### config.mk
export PLATFORM = sky130hd
export DESIGN_NAME = avalon_pio_master
export DESIGN_NICKNAME = d
export VERILOG_FILES = /design/src/rtl/avalon_pkg.sv /design/src/rtl/avm_stall_timer.sv /design/src/rtl/avalon_pio_master.sv
export SDC_FILE = /design/constraint.sdc
export NUM_CORES = 1
export LEC_CHECK = 0
export BUFFER_PORTS_ARGS = -buffer_cell sky130_fd_sc_hd__buf_4
export CAP_MARGIN = 20
export CORE_MARGIN = 2
export CORE_UTILIZATION = 40
export CTS_CLUSTER_DIAMETER = 40
export CTS_CLUSTER_SIZE = 40
export DETAILED_ROUTE_END_ITERATION = 10
export PLACE_DENSITY = 0.8
export RECOVER_POWER = 50
export SYNTH_ARGS = -nofsm -noshare
export SYNTH_HDL_FRONTEND = slang
export SYNTH_HIERARCHICAL = 1
export SYNTH_SLANG_ARGS = --single-unit
### constraint.sdc
create_clock -name clk -period 2.7 [get_ports clk]
set_input_delay 0.135 -clock clk [delete_from_list [all_inputs] [get_ports clk]]
set_output_delay 0.135 -clock clk [all_outputs]
set_load 0.01 [all_outputs]
### src/rtl/avalon_pkg.sv
`default_nettype none
// ============================================================================
//  Module      : avalon_pkg
//  Description : Shared types and constants for the Avalon-MM PIO initiator
//                family: FSM state encoding, idle strobe levels and the
//                read-latency counter width.
//  Contents    : avm_state_t      - IDLE / ACCESS / LATENCY / RESP
//                IDLE_*           - strobe levels driven when no access runs
//                lat_cnt_width()  - bits needed for a 0..7 latency count
//  Revision    : 1.0 - initial release
// ============================================================================
package avalon_pkg;

  typedef enum logic [1:0] {
    ST_IDLE    = 2'd0,
    ST_ACCESS  = 2'd1,
    ST_LATENCY = 2'd2,
    ST_RESP    = 2'd3
  } avm_state_t;

  // Bus strobe levels while no access is in progress.
  localparam logic IDLE_CHIPSELECT = 1'b0;
  localparam logic IDLE_READ       = 1'b0;
  localparam logic IDLE_WRITE_N    = 1'b1;

  localparam int MAX_READ_LATENCY = 7;

  function automatic int lat_cnt_width();
    return $clog2(MAX_READ_LATENCY + 1);
  endfunction

endpackage
`default_nettype wire

### src/rtl/avm_stall_timer.sv
`default_nettype none
// ============================================================================
//  Module      : avm_stall_timer
//  Description : Saturating stall counter with expiry flag for Avalon-MM
//                initiators. Counts cycles in which 'stall' is high, stops at
//                MAX, and raises 'expired' once the count equals MAX.
//                MAX = 0 disables expiry entirely.
//  Ports       : clk     in  clock
//                reset   in  synchronous active-high reset
//                clear   in  restart the count from zero
//                stall   in  count this cycle
//                expired out count has reached MAX
//  Revision    : 1.0 - initial release
// ============================================================================
module avm_stall_timer #(
  parameter int MAX = 255
) (
  input  logic clk,
  input  logic reset,
  input  logic clear,
  input  logic stall,
  output logic expired
);

  localparam int CNT_W = (MAX > 0) ? $clog2(MAX + 1) : 1;

  generate
    if (MAX == 0) begin : g_never
      logic unused_inputs;
      assign unused_inputs = ^{clk, reset, clear, stall};
      assign expired       = 1'b0;
    end else begin : g_count
      localparam logic [CNT_W-1:0] LIMIT = CNT_W'(MAX);
      logic [CNT_W-1:0] count;

      always_ff @(posedge clk) begin
        if (reset || clear) begin
          count <= '0;
        end else if (stall && (count != LIMIT)) begin
          count <= count + CNT_W'(1);
        end
      end

      assign expired = (count == LIMIT);
    end
  endgenerate

endmodule
`default_nettype wire

### src/rtl/avalon_pio_master.sv
`default_nettype none
// ============================================================================
//  Module      : avalon_pio_master
//  Description : Avalon-MM initiator that executes single-beat commands from a
//                valid/ready queue as read or write cycles on a PIO-style
//                slave (registered readdata, active-low write strobe). One
//                command outstanding at most; stalled accesses are aborted
//                after TIMEOUT waitrequest cycles (0 = never).
//  Ports       : clk, reset                       clock, sync active-high reset
//                cmd_valid/ready/write/address/writedata   command queue
//                rsp_valid/ready/readdata/error            response queue
//                avm_address/chipselect/read/write_n/writedata  bus outputs
//                avm_waitrequest/readdata                       bus inputs
//  Revision    : 1.0 - initial release
// ============================================================================
module avalon_pio_master
  import avalon_pkg::*;
#(
  parameter int ADDR_W       = 2,
  parameter int DATA_W       = 32,
  parameter int READ_LATENCY = 1,
  parameter int TIMEOUT      = 255
) (
  input  logic              clk,
  input  logic              reset,
  input  logic              cmd_valid,
  output logic              cmd_ready,
  input  logic              cmd_write,
  input  logic [ADDR_W-1:0] cmd_address,
  input  logic [DATA_W-1:0] cmd_writedata,
  output logic              rsp_valid,
  input  logic              rsp_ready,
  output logic [DATA_W-1:0] rsp_readdata,
  output logic              rsp_error,
  output logic [ADDR_W-1:0] avm_address,
  output logic              avm_chipselect,
  output logic              avm_read,
  output logic              avm_write_n,
  output logic [DATA_W-1:0] avm_writedata,
  input  logic              avm_waitrequest,
  input  logic [DATA_W-1:0] avm_readdata
);

  localparam int LAT_W = lat_cnt_width();
  localparam logic [LAT_W-1:0] LAT_LOAD =
    LAT_W'((READ_LATENCY > 0) ? (READ_LATENCY - 1) : 0);

  avm_state_t       state;
  avm_state_t       state_nxt;
  logic             wr_q;
  logic [LAT_W-1:0] lat_cnt;

  logic accept;
  logic stall;
  logic expired;
  logic abort;
  logic wr_done;
  logic capture;
  logic lat_load;

  avm_stall_timer #(
    .MAX (TIMEOUT)
  ) u_stall_timer (
    .clk     (clk),
    .reset   (reset),
    .clear   (accept),
    .stall   (stall),
    .expired (expired)
  );

  always_ff @(posedge clk) begin
    if (reset) begin
      state <= ST_IDLE;
    end else begin
      state <= state_nxt;
    end
  end

  always_comb begin
    state_nxt      = state;
    cmd_ready      = 1'b0;
    rsp_valid      = 1'b0;
    avm_chipselect = IDLE_CHIPSELECT;
    avm_read       = IDLE_READ;
    avm_write_n    = IDLE_WRITE_N;
    accept         = 1'b0;
    stall          = 1'b0;
    abort          = 1'b0;
    wr_done        = 1'b0;
    capture        = 1'b0;
    lat_load       = 1'b0;

    case (state)
      ST_IDLE: begin
        // Gated by reset so nothing is offered while reset is held.
        cmd_ready = !reset;
        if (cmd_valid && !reset) begin
          accept    = 1'b1;
          state_nxt = ST_ACCESS;
        end
      end

      ST_ACCESS: begin
        if (expired) begin
          // Strobes drop in the expiry cycle so the slave never sees a
          // transfer complete on an aborted command.
          abort     = 1'b1;
          state_nxt = ST_RESP;
        end else begin
          avm_chipselect = 1'b1;
          avm_read       = !wr_q;
          avm_write_n    = !wr_q;
          if (avm_waitrequest) begin
            stall = 1'b1;
          end else if (wr_q) begin
            wr_done   = 1'b1;
            state_nxt = ST_RESP;
          end else if (READ_LATENCY == 0) begin
            capture   = 1'b1;
            state_nxt = ST_RESP;
          end else begin
            lat_load  = 1'b1;
            state_nxt = ST_LATENCY;
          end
        end
      end

      ST_LATENCY: begin
        if (lat_cnt == '0) begin
          capture   = 1'b1;
          state_nxt = ST_RESP;
        end
      end

      ST_RESP: begin
        rsp_valid = 1'b1;
        if (rsp_ready) begin
          state_nxt = ST_IDLE;
        end
      end

      default: state_nxt = ST_IDLE;
    endcase
  end

  // Address/data hold their last value between accesses; only the strobes
  // return to idle.
  always_ff @(posedge clk) begin
    if (reset) begin
      avm_address   <= '0;
      avm_writedata <= '0;
      wr_q          <= 1'b0;
      lat_cnt       <= '0;
      rsp_readdata  <= '0;
      rsp_error     <= 1'b0;
    end else begin
      if (accept) begin
        avm_address <= cmd_address;
        wr_q        <= cmd_write;
        if (cmd_write) begin
          avm_writedata <= cmd_writedata;
        end
      end

      if (lat_load) begin
        lat_cnt <= LAT_LOAD;
      end else if ((state == ST_LATENCY) && (lat_cnt != '0)) begin
        lat_cnt <= lat_cnt - LAT_W'(1);
      end

      if (capture) begin
        rsp_readdata <= avm_readdata;
        rsp_error    <= 1'b0;
      end else if (wr_done) begin
        rsp_readdata <= '0;
        rsp_error    <= 1'b0;
      end else if (abort) begin
        rsp_readdata <= '0;
        rsp_error    <= 1'b1;
      end
    end
  end

endmodule
`default_nettype wire

Yosys cells after proc, flatten, opt, wreduce, memory -nomap -nowiden --
Index checks and enable logic that the tools add are counted.
Operators by class: add/sub/neg operators 2, equal/unequal tests 9, mux-type cells 35, reductions and logical operators 14
Operator list (count):
- $mux W32 | 3
- $mux W1 | 26
- $mux W2 | 5
- $add A8 B1 Y8 const B | 1
- $eq A8 B8 Y1 const B | 1
- $ne A8 B8 Y1 const B | 1
- $pmux W2 S4 | 1
- $ne A2 B2 Y1 const B | 3
- $reduce_bool A3 Y1 | 2
- $eq A2 B2 Y1 const B | 2
- $reduce_and A4 Y1 | 1
- $logic_and A1 B1 Y1 | 3
- $logic_not A3 Y1 | 1
- $ne A3 B3 Y1 const B | 1
- $reduce_or A3 Y1 | 1
- $sub A3 B1 Y3 const B | 1
- $eq A2 B1 Y1 const B | 1
- $logic_not A1 Y1 | 2
- $logic_not A2 Y1 | 1
- $reduce_and A2 Y1 | 1
- $reduce_or A2 Y1 | 1
- $logic_or A1 B1 Y1 | 1
Word-level totals: bits in registers 81, input port bits 72, output and inout port bits 72, logic and storage cells 68

Depth between registers and ports, before layout --
Gate-level depths: netlist (run 1).
depth after elaboration 6, mapped depth 9, gate-level depth less buffers 8

Hierarchy --
Netlist (run 1), hierarchy kept.
Modules (own cells, without submodules):
- avalon_pio_master | instances 1, cells each 355, area each 2904.0 sq um
- avm_stall_timer | instances 1, cells each 49, area each 425.4 sq um

Worst setup path before layout (run 1) --
Ideal clock, no wire load.
path type register to register, from reg u_stall_timer.g_count.count[5], to reg rsp_readdata[20], library setup time 71 ps, arrival time 1944 ps, data required time 2629 ps, setup slack 686 ps, stages on the path, launching flop included 10, buffers on the path 2, period minus slack after synthesis 2014 ps, cell sequence dfxtp_1 and3_1 buf_2 inv_1 nor3_1 and4bb_1 a21oi_2 buf_6 nand3_1 a21oi_1
Between the ends: cells in the longest elaborated chain, start to end 5, elaborated cells between the ends (all ways) 8, those cells by class eq/ne (1); mux (6); reduce/logical (1)
RTL lines:
- from (decl) | line avm_stall_timer.sv:34 | logic [CNT_W-1:0] count;
- from (signal assigned) | line avm_stall_timer.sv:40 | count <= count + CNT_W'(1);
- $eq A8 B8 Y1 (*) | line avm_stall_timer.sv:44 | assign expired = (count == LIMIT);
- net expired | line avalon_pio_master.sv:55 | logic expired;
- $mux W1 | line avalon_pio_master.sv:104 | if (expired) begin
- $mux W1 | line avalon_pio_master.sv:93 | case (state)
- $mux W32 | line avalon_pio_master.sv:174 | end else if (wr_done) begin
- $mux W32 | line avalon_pio_master.sv:171 | if (capture) begin
- to (signal assigned) | line avalon_pio_master.sv:172 | rsp_readdata <= avm_readdata;
- to (decl) | line avalon_pio_master.sv:33 | output logic [DATA_W-1:0] rsp_readdata,
Mark *: on every way through the listed nets, which the timed path passes. The rest lies on a longest branch. A chain may end at the register's enable or synchronous reset.

Worst setup path in the final report (run 1) --
from reg u_stall_timer.g_count.count[5], to reg u_stall_timer.g_count.count[3]
Between the ends: cells in the longest elaborated chain, start to end 4, elaborated cells between the ends (all ways) 5, those cells by class eq/ne (2); mux (2); reduce/logical (1)
RTL lines:
- $eq A8 B8 Y1 | line avm_stall_timer.sv:44
- net expired | line avalon_pio_master.sv:55
- $mux W1 | line avalon_pio_master.sv:104
- $mux W1 | line avalon_pio_master.sv:93
- net stall | line avalon_pio_master.sv:54 | logic stall;
- $logic_and A1 B1 Y1 | line avm_stall_timer.sv:39 | end else if (stall && (count != LIMIT)) begin
The timed path passes the listed nets, and every way through them passes these cells.

==> flow_summary_export.csv, run 1 <==
group,metric,value,unit
global_routing,overflow,0,
clock_tree,cts_buffer_depth,2,
layout,drive_gt1_frac,0.193,
sta,finalHoldWorstSlack,0.0336,ns
routing,drtAntennaViolNets,0,
placement,port_buffers,143,
floorplanning,die_w,95.2,um
pwr,leakage,1.63,nW
synthesis,synth-async-reset-ratio,0,
routing,drt-initial-drc-count,195,
global_routing,grt_pass1_wl,13300,um
sta,slew_viol_final,0,
critical_path,worst-setup-path-type,"reg -> reg",
synthesis,synth_top_family_by_area,"simple AND/OR/NAND/NOR gates",
outcome,status,"complete, no violations",
critical_path,worst_ep_arrival_time,2.48,ns
synthesis,syn_area,0.00333,mm^2
layout,fin_util,0.536,
global_routing,grt_max_degree,50,
synthesis,synth.net_count,485,
clock_tree,hold_buffers,0,
floorplanning,die_y,95.2,um
synthesis,syn_avg_cell_area,8.24,um^2
job,maxCapViolCount,0,
sta,setup_viol,0,
clock_tree,ctsResizeCount,0,
synthesis,syn_inst,404,
sta,worst_pin_slew,0.510,ns
global_routing,antenna_found_initial,0,
synthesis,yosysSeqAreaShare,0.487,
synthesis,synth-edff-count,0,
placement,dp_hpwl,6240,um
sta,tns,0,ns
global_routing,first_global_vias,3092,
sta,max_clock_freq,441,MHz
clock_tree,cts_tree,"done",
sta,rsz0062_at_grt,"no",
sta,hold_viol_final,0,
synthesis,synthAdderAreaFrac,0.0338,
floorplanning,ios,144,
clock_tree,cts_setup_buffers,0,
layout,nets,619,
layout,area_delta_synth_final,31.0,%
global_routing,grt.met2_usage,0.329,
critical_path,cp-start-kind,"register",
pwr,powerDensity,702,mW/mm^2
clock_tree,cts_max_level,3,
clock_tree,clkTransAtPathRegs,0.10,ns
routing,num_vias,3270,
sta,period_needed,2.27,ns
synthesis,synth.area.mux_share,0.00902,
clock_tree,root_buffer,"clkbuf_8",
synthesis,ys.flop_type,"dfxtp_1",
floorplanning,design.die.area,0.00907,mm^2
synthesis,ys_types,46,
routing,vias_per_cell,5.05,
routing,drc,0,
synthesis,synthXorXnorAreaFrac,0.00263,
critical_path,cp.required,2.91,ns
clock_tree,clk_latency,0.34,ns
floorplanning,initial_core_util,0.409,
floorplanning,core_area,0.00813,mm^2
routing,dr.pass1.iters,4,
critical_path,cp_max_fo,7,
pwr,irDropWorstVdd,0.000292,V
routing,wl_per_cell,13.3,um
layout,diodes,0,
critical_path,cp-end-kind,"register",
global_routing,use_met3,0.0601,
clock_tree,cts.sinks,81,
placement,place_congestion,0.737,
synthesis,yosys.area_share.simple,0.240,
synthesis,ys_warn_count,6,
sta,relSlewSlack,0.660,
hold_path,hold_path_class,"in -> reg",
global_routing,use_met1,0.205,
global_routing,grt-busiest-layer,"met2",
synthesis,synth_compound_area_frac,0.168,
synthesis,synth_seq_cells,81,
sta,clock_skew,0.0137,ns
global_routing,grtUsageTotal,0.185,
clock_tree,cts_made_buffers,9,
floorplanning,num_rows,33,
sta,min_period_over_period,0.840,
routing,finalWirelength,8630,um
-- power by group --
| group | internal (mW) | switching, mW |
|---|---|---|
| Combinational | 0.304 | 0.468 |
| Sequential | 1.32 | 0.0766 |
| Clock | 0.439 | 0.459 |
| Total | 2.06 | 1.00 |
-- worst max-delay path, stage by stage (launching register included) --
cell and delay (ns):
dfxtp_1 0.40, and3_1 0.28, inv_1 0.08, nor3_1 0.18
clkbuf_1 0.25, nand3b_1 0.19, inv_1 0.10, nand4_1 0.20
a311oi_1 0.07, a2111oi_0 0.39
-- through the flow --
step | area, um^2 | total power, mW | setup WS (ns) | instances
after floorplan | 3330 | 1.92 | 0.686 | 404
after global placement | 4430 | 2.25 | 0.681 | 632
after detailed placement | 4430 | 2.29 | 0.561 | 632
after CTS | 4630 | 3.19 | 0.580 | 648
after global routing | 4360 | 3.26 | 0.168 | 648
final | 4360 | 3.06 | 0.431 | 648
-- synthesized netlist by cell type, types with 4 or more instances --
cell,n,area (um^2)
a21oi_1,71,355
buf_2,6,30.0
buf_4,5,37.5
clkbuf_1,12,45.0
dfxtp_1,81,1620
ha_1,9,113
inv_1,10,37.5
nand2_1,112,420
nand3_1,32,160
nand3_2,4,40.0
nor2_1,4,15.0
o21ai_0,4,20.0
-- registers in the layout, indices dropped and copies added, names as in the netlist --
signal / cells
lat_cnt: 3
rsp_error: 1
wr_q: 1
u_stall_timer/g_count.count: 8
avm_writedata: 32
state: 2
rsp_readdata: 32
avm_address: 2
-- cells in the final DEF, fill, tap and decap left out, types with 4 or more instances in the layout --
master,netlist,routed
a21oi_1,71,71
buf_4,5,80
clkbuf_1,12,70
clkbuf_8,0,9
dfxtp_1,81,81
ha_1,9,9
inv_1,10,10
nand2_1,112,112
nand3_1,32,32
nand3_2,4,4
nor2_1,4,4
o21ai_0,4,4
-- cell families (layout without fill, tap and decap cells) --
group                      count (synthesis)  after routing
AOI/OAI and AO/OA                         97             97
xor gates and xnor gates                   1              1
adders and majority gates                  9              9
buffers and inverters                     37            176
DFF                                       81             81
muxes                                      3              3
and+or+nand+nor                          176            176
-- cell type report --
class / count / area [um^2]
Clock buffer: 9 / 124
Clock inverter: 7 / 77.6
Fill cell: 803 / 3770
Inverter: 10 / 37.5
Multi-Input combinational cell: 286 / 1510
Sequential cell: 81 / 1620
Tap cell: 105 / 131
Timing Repair Buffer: 150 / 863
-- layer usage --
layer / up-vias / share of wire
li1: 1643 / -
met1: 1495 / 0.42
met2: 124 / 0.48
met3: 8 / 0.093
met4: 0 / 0.011
met5: - / 0
-- final timing paths --
kind | from | to | slack, ns | cells after the start
max | u_stall_timer/g_count.count[5] | u_stall_timer/g_count.count[3] | 0.43 | 9
min | cmd_writedata[4] | avm_writedata[4] | 0.03 | 3
max reg2reg | u_stall_timer/g_count.count[5] | u_stall_timer/g_count.count[3] | 0.43 | 9
min reg2reg | avm_writedata[31] | avm_writedata[31] | 0.46 | 2
(Power assumes the default switching activity.)
==> run 2: changes to the inputs <==
--- a/config.mk
+++ b/config.mk
@@ -12,7 +12,7 @@
 export CTS_CLUSTER_DIAMETER = 40
 export CTS_CLUSTER_SIZE = 40
 export DETAILED_ROUTE_END_ITERATION = 10
-export PLACE_DENSITY = 0.8
+export PLACE_DENSITY = 0.83
 export RECOVER_POWER = 50
 export SYNTH_ARGS = -nofsm -noshare
 export SYNTH_HDL_FRONTEND = slang
==> constraint.sdc (replaced) <==
create_clock -name clk -period 1.86 [get_ports clk]
set_input_delay 0.093 -clock clk [delete_from_list [all_inputs] [get_ports clk]]
set_output_delay 0.093 -clock clk [all_outputs]
set_load 0.01 [all_outputs]
==> run 2 against run 1 <==
Effect of this change:
- utilization increased by 11 points
- hold slack worse by 0.018 ns
- highest routed layer unchanged
- non-clock buffer count grew 80
- final cell count grew 12%
- largest cell class is now non-clock buffers
- sequential cell count is the same
- worst setup slack worse by 0.40 ns
- via count grew 12%
- largest power group unchanged
- combinational power up 76%
==> flow_summary_export.csv, run 2 (synthesis results as in run 1) <==
group,metric,value,unit
outcome,status,"complete, no violations",
sta,setup_viol,0,
pwr,powerDensity,870,mW/mm^2
routing,drt-initial-drc-count,112,
layout,top_regs,"avm_writedata x32, rsp_readdata x32, u_stall_timer/g_count.count x8",
floorplanning,ios,144,
global_routing,antenna_found_initial,0,
hold_path,hold_path_class,"in -> reg",
floorplanning,core_area,0.00813,mm^2
global_routing,grt_max_degree,33,
pwr,irDropWorstVdd,0.000541,V
placement,place_congestion,0.769,
sta,worst_pin_slew,0.453,ns
sta,relSlewSlack,0.697,
placement,port_buffers,143,
sta,finalHoldWorstSlack,0.0160,ns
pwr,power.total,4.60,mW
job,maxCapViolCount,0,
clock_tree,root_buffer,"clkbuf_8",
routing,num_vias,3647,
layout,nets,699,
clock_tree,clk_latency,0.34,ns
clock_tree,cts.sinks,81,
layout,fin_util,0.650,
sta,period_needed,1.83,ns
critical_path,worst_ep_arrival_time,1.74,ns
layout,diodes,0,
placement,dp_hpwl,6420,um
routing,drc,0,
clock_tree,clkTransAtPathRegs,0.08,ns
routing,vias_per_cell,5.01,
routing,drtAntennaViolNets,0,
global_routing,grt_pass1_wl,15600,um
sta,hold_viol_final,0,
critical_path,cp.required,1.77,ns
global_routing,overflow,0,
floorplanning,design.die.area,0.00907,mm^2
layout,fill_cells,713,
critical_path,cp-start-kind,"register",
routing,dr.pass1.iters,4,
sta,clock_skew,0.0118,ns
pwr,leakage,2.04,nW
floorplanning,num_rows,33,
clock_tree,cts_made_buffers,9,
layout,area_delta_synth_final,58.7,%
critical_path,worst-setup-path-type,"reg -> out",
floorplanning,die_w,95.2,um
floorplanning,initial_core_util,0.409,
clock_tree,cts_tree,"done",
sta,slew_viol_final,0,
sta,rsz0062_at_grt,"yes",
sta,min_period_over_period,0.984,
clock_tree,cts_max_level,3,
critical_path,cp_max_fo,4,
layout,layout_commonest_cell,"nand2_1",
routing,wl_per_cell,14.4,um
floorplanning,die_y,95.2,um
routing,finalWirelength,10500,um
layout,mostFrequentLayoutCells,"111 x nand2_1, 92 x buf_4, 73 x dfxtp_1",
clock_tree,cts_buffer_depth,2,
sta,max_clock_freq,547,MHz
critical_path,cp-end-kind,"primary output",
layout,drive_gt1_frac,0.239,
global_routing,grtUsageTotal,0.218,
global_routing,first_global_vias,3431,
-- run 2: changes by cell type in the layout (fill, tap and decap cells not counted), moves of 3 or more --
cell,delta
dlygate4sd3_1,+61
buf_4,+12
dfxtp_1,-8
dfxtp_2,+5
buf_12,+4
buf_6,+3
dfxtp_4,+3
-- run 2: area by class of cell --
cell class | instances | area (um^2) | area share
timing repair buffer | 230 | 1700 | 0.321
clock buffer | 10 | 138 | 0.0260
tap | 105 | 131 | 0.0249
clock inverter | 6 | 50.0 | 0.00947
multi-input combinational | 286 | 1590 | 0.301
inverter | 10 | 37.5 | 0.00710
sequential | 81 | 1640 | 0.310
-- run 2: worst max-delay path, stage by stage, from the launching register on --
cell,delay (ns)
dfxtp_4,0.37
ha_4,0.14
nand2_4,0.06
nor3_4,0.21
buf_6,0.12
and2b_2,0.22
nor2b_1,0.13
buf_4,0.15
-- run 2: worst paths after layout --
path / startpoint / to / slack (ns) / depth (start not counted)
worst max-delay path: u_stall_timer/g_count.count[0] / avm_read / 0.03 / 7
worst min-delay path: avm_readdata[16] / rsp_readdata[16] / 0.02 / 3
worst max register to register: u_stall_timer/g_count.count[0] / u_stall_timer/g_count.count[6] / 0.09 / 6
worst min register to register: avm_writedata[19] / avm_writedata[19] / 0.46 / 2
-- run 2: power by group --
group	internal, mW	switching (mW)	total (mW)
Combinational	0.629	0.732	1.36
Sequential	1.91	0.112	2.02
Clock	0.541	0.673	1.21
Total	3.08	1.52	4.60
-- run 2: metrics by stage --
step | setup TNS, ns | setup slack, ns | instance area (um^2) | std cells
6_report | 0 | 0.0305 | 5290 | 728
3_5_place_dp | -0.0160 | -0.0160 | 4550 | 642
3_3_place_gp | 0 | 0.0522 | 4550 | 642
5_1_grt | -0.134 | -0.0676 | 5290 | 728
2_1_floorplan | 0 | 0.0233 | 3340 | 404
4_1_cts | 0 | 0.00186 | 5380 | 721
-- run 2: repair_timing --
action | in CTS | in global routing
buffers inserted | 2 | 6
pin swaps | 1 | 7
hold buffers | 61 | 0
gates resized for setup | 10 | 23
cloned | 0 | 1
endpoints found under the hold margin | 61 | 0
endpoints found under the setup margin | 3 | 32
-- run 2: per-layer routing --
metal | GRT usage | share of wire | wire length [um]
met2 | 0.414 | 0.53 | 5540
met5 | 0 | 0 | 0
met1 | 0.231 | 0.39 | 4020
met3 | 0.0553 | 0.067 | 698
met4 | 0.0773 | 0.018 | 188
==> run 3: changes to the inputs <==
--- a/config.mk
+++ b/config.mk
@@ -14,6 +14,7 @@
 export DETAILED_ROUTE_END_ITERATION = 10
 export PLACE_DENSITY = 0.83
 export RECOVER_POWER = 50
+export REMOVE_ABC_BUFFERS = 1
 export SYNTH_ARGS = -nofsm -noshare
 export SYNTH_HDL_FRONTEND = slang
 export SYNTH_HIERARCHICAL = 1
==> run 3 against run 2 <==
Effect of this change:
- the flow now finishes with violations (setup timing)
- global-route usage increased by 0.62 points
- register-to-register slack got worse by 0.09 ns
- count of clock-buffer cells in the layout unchanged
- die area unchanged
- sequential share of layout area decreased by 0.098 points
- wire length increased by 2.1%
- clock power about the same
- power increased by 0.47%
- combinational power about the same
- critical path type unchanged
- largest cell class unchanged
- largest power group unchanged
==> flow_summary_export.csv, run 3 (synthesis results as in run 1) <==
group,metric,value,unit
outcome,status,"finished with violations",
outcome,violations,"setup timing",
clock_tree,cts.sinks,81,
pwr,leakage,2.08,nW
sta,relSlewSlack,0.693,
job,maxCapViolCount,0,
pwr,irDropWorstVdd,0.000569,V
clock_tree,cts_tree,"done",
clock_tree,cts_made_buffers,9,
critical_path,startpoint,"u_stall_timer/g_count.count[1]",
sta,min_period_over_period,1.01,
placement,dp_hpwl,6280,um
clock_tree,cts_max_level,3,
floorplanning,die_w,95.2,um
sta,fin_ws,-0.0125,ns
layout,mostFrequentLayoutCells,"111 x nand2_1, 101 x buf_4, 75 x dfxtp_1",
pwr,powerDensity,875,mW/mm^2
routing,drt-initial-drc-count,104,
layout,layout_commonest_cell,"nand2_1",
sta,setup_viol,1,
global_routing,overflow,0,
critical_path,cp.required,1.77,ns
layout,top_regs,"avm_writedata x32, rsp_readdata x32, u_stall_timer/g_count.count x8",
critical_path,cp-start-kind,"register",
layout,fin_cells,724,
routing,drc,0,
floorplanning,core_area,0.00813,mm^2
pwr,power.total,4.62,mW
sta,slew_viol_final,0,
floorplanning,ios,144,
floorplanning,initial_core_util,0.409,
routing,vias_per_cell,5.08,
sta,max_clock_freq,534,MHz
hold_path,hold_path_class,"in -> reg",
layout,area_delta_synth_final,58.5,%
floorplanning,design.die.area,0.00907,mm^2
clock_tree,clk_latency,0.35,ns
sta,finalHoldWorstSlack,0.0119,ns
placement,port_buffers,143,
critical_path,cp_max_fo,5,
placement,dp_cells,640,
critical_path,r2r_setup_slack,0,ns
layout,fin_util,0.649,
critical_path,r2r_cells,8,
sta,rsz0062_at_grt,"yes",
sta,period_needed,1.87,ns
sta,tns,-0.0125,ns
clock_tree,cts_buffer_depth,2,
critical_path,worst_ep_arrival_time,1.78,ns
sta,worst_pin_slew,0.449,ns
global_routing,first_global_vias,3669,
routing,num_vias,3681,
routing,finalWirelength,10700,um
clock_tree,root_buffer,"clkbuf_8",
routing,drtAntennaViolNets,0,
global_routing,grt_pass1_wl,16100,um
layout,drive_gt1_frac,0.242,
critical_path,r2r-end,"u_stall_timer/g_count.count[3]",
placement,place_congestion,0.829,
critical_path,cp-end-kind,"primary output",
clock_tree,clkTransAtPathRegs,0.09,ns
critical_path,worst-setup-path-type,"reg -> out",
layout,diodes,0,
floorplanning,die_y,95.2,um
global_routing,grtUsageTotal,0.224,
hold_path,min_path_cells,3,
critical_path,r2r_start,"u_stall_timer/g_count.count[1]",
sta,hold_viol_final,0,
routing,dr.pass1.iters,5,
floorplanning,num_rows,33,
global_routing,antenna_found_initial,0,
critical_path,crit_end,"avm_read",
sta,clock_skew,0.0209,ns
global_routing,grt_max_degree,36,
routing,wl_per_cell,14.7,um
layout,nets,695,
## run 3: worst min path at each step
stage	from	endpoint	slack, ns
6_report	cmd_writedata[5]	avm_writedata[5]	0.01
5_1_grt	cmd_writedata[5]	avm_writedata[5]	0.003
4_1_cts	cmd_writedata[4]	avm_writedata[4]	0.001
3_5_place_dp	avm_readdata[25]	rsp_readdata[25]	0.35
3_3_place_gp	cmd_writedata[28]	avm_writedata[28]	0.34
2_1_floorplan	reset	rsp_readdata[24]	0.16
## run 3: critical path: stages, from the launching register on
cell and delay (ns):
dfxtp_4 0.37, ha_4 0.16, nand2_4 0.06, nor3_4 0.20, buf_4 0.13, and2b_2 0.23, nor2b_1 0.13, buf_4 0.15
## run 3: stage by stage
stage	area [um^2]	worst slack, ns
floorplan	3170	-0.586
global route	5280	-0.122
CTS	5380	0.00413
global placement	4540	0.0779
finish	5280	-0.0125
detailed placement	4540	-0.0179
## run 3: layout make-up
class	instances	area (um^2)
Fill cell	689	2860
Timing Repair Buffer	226	1730
Sequential cell	81	1630
Multi-Input combinational cell	286	1560
Clock buffer	10	138
Tap cell	105	131
Clock inverter	6	50.0
Inverter	10	37.5
## run 3: layer usage
layer  wire length, um  share of wire  vias up  GRT usage
met4               294          0.028        0      0.109
met5                 0              0        -          0
met2              5630           0.53      140      0.411
met1              4070           0.38     1718      0.238
li1                  -              -     1796          -
met3               672          0.063       27     0.0561
## run 3: power breakdown
group	total, mW	leakage (nW)	internal, mW	switching [mW]
combinational	1.37	1.33	0.633	0.738
sequential	2.03	0.659	1.91	0.117
clock	1.22	0.0895	0.536	0.683
total	4.62	2.08	3.08	1.54
## run 3: timing repair
action | CTS | global route
resized for setup | 10 | 12
endpoints found under the hold margin | 60 | 0
setup endpoints to repair | 9 | 38
cloned | 0 | 2
setup buffers | 3 | 3
hold buffers | 60 | 0
pin swaps | 2 | 3
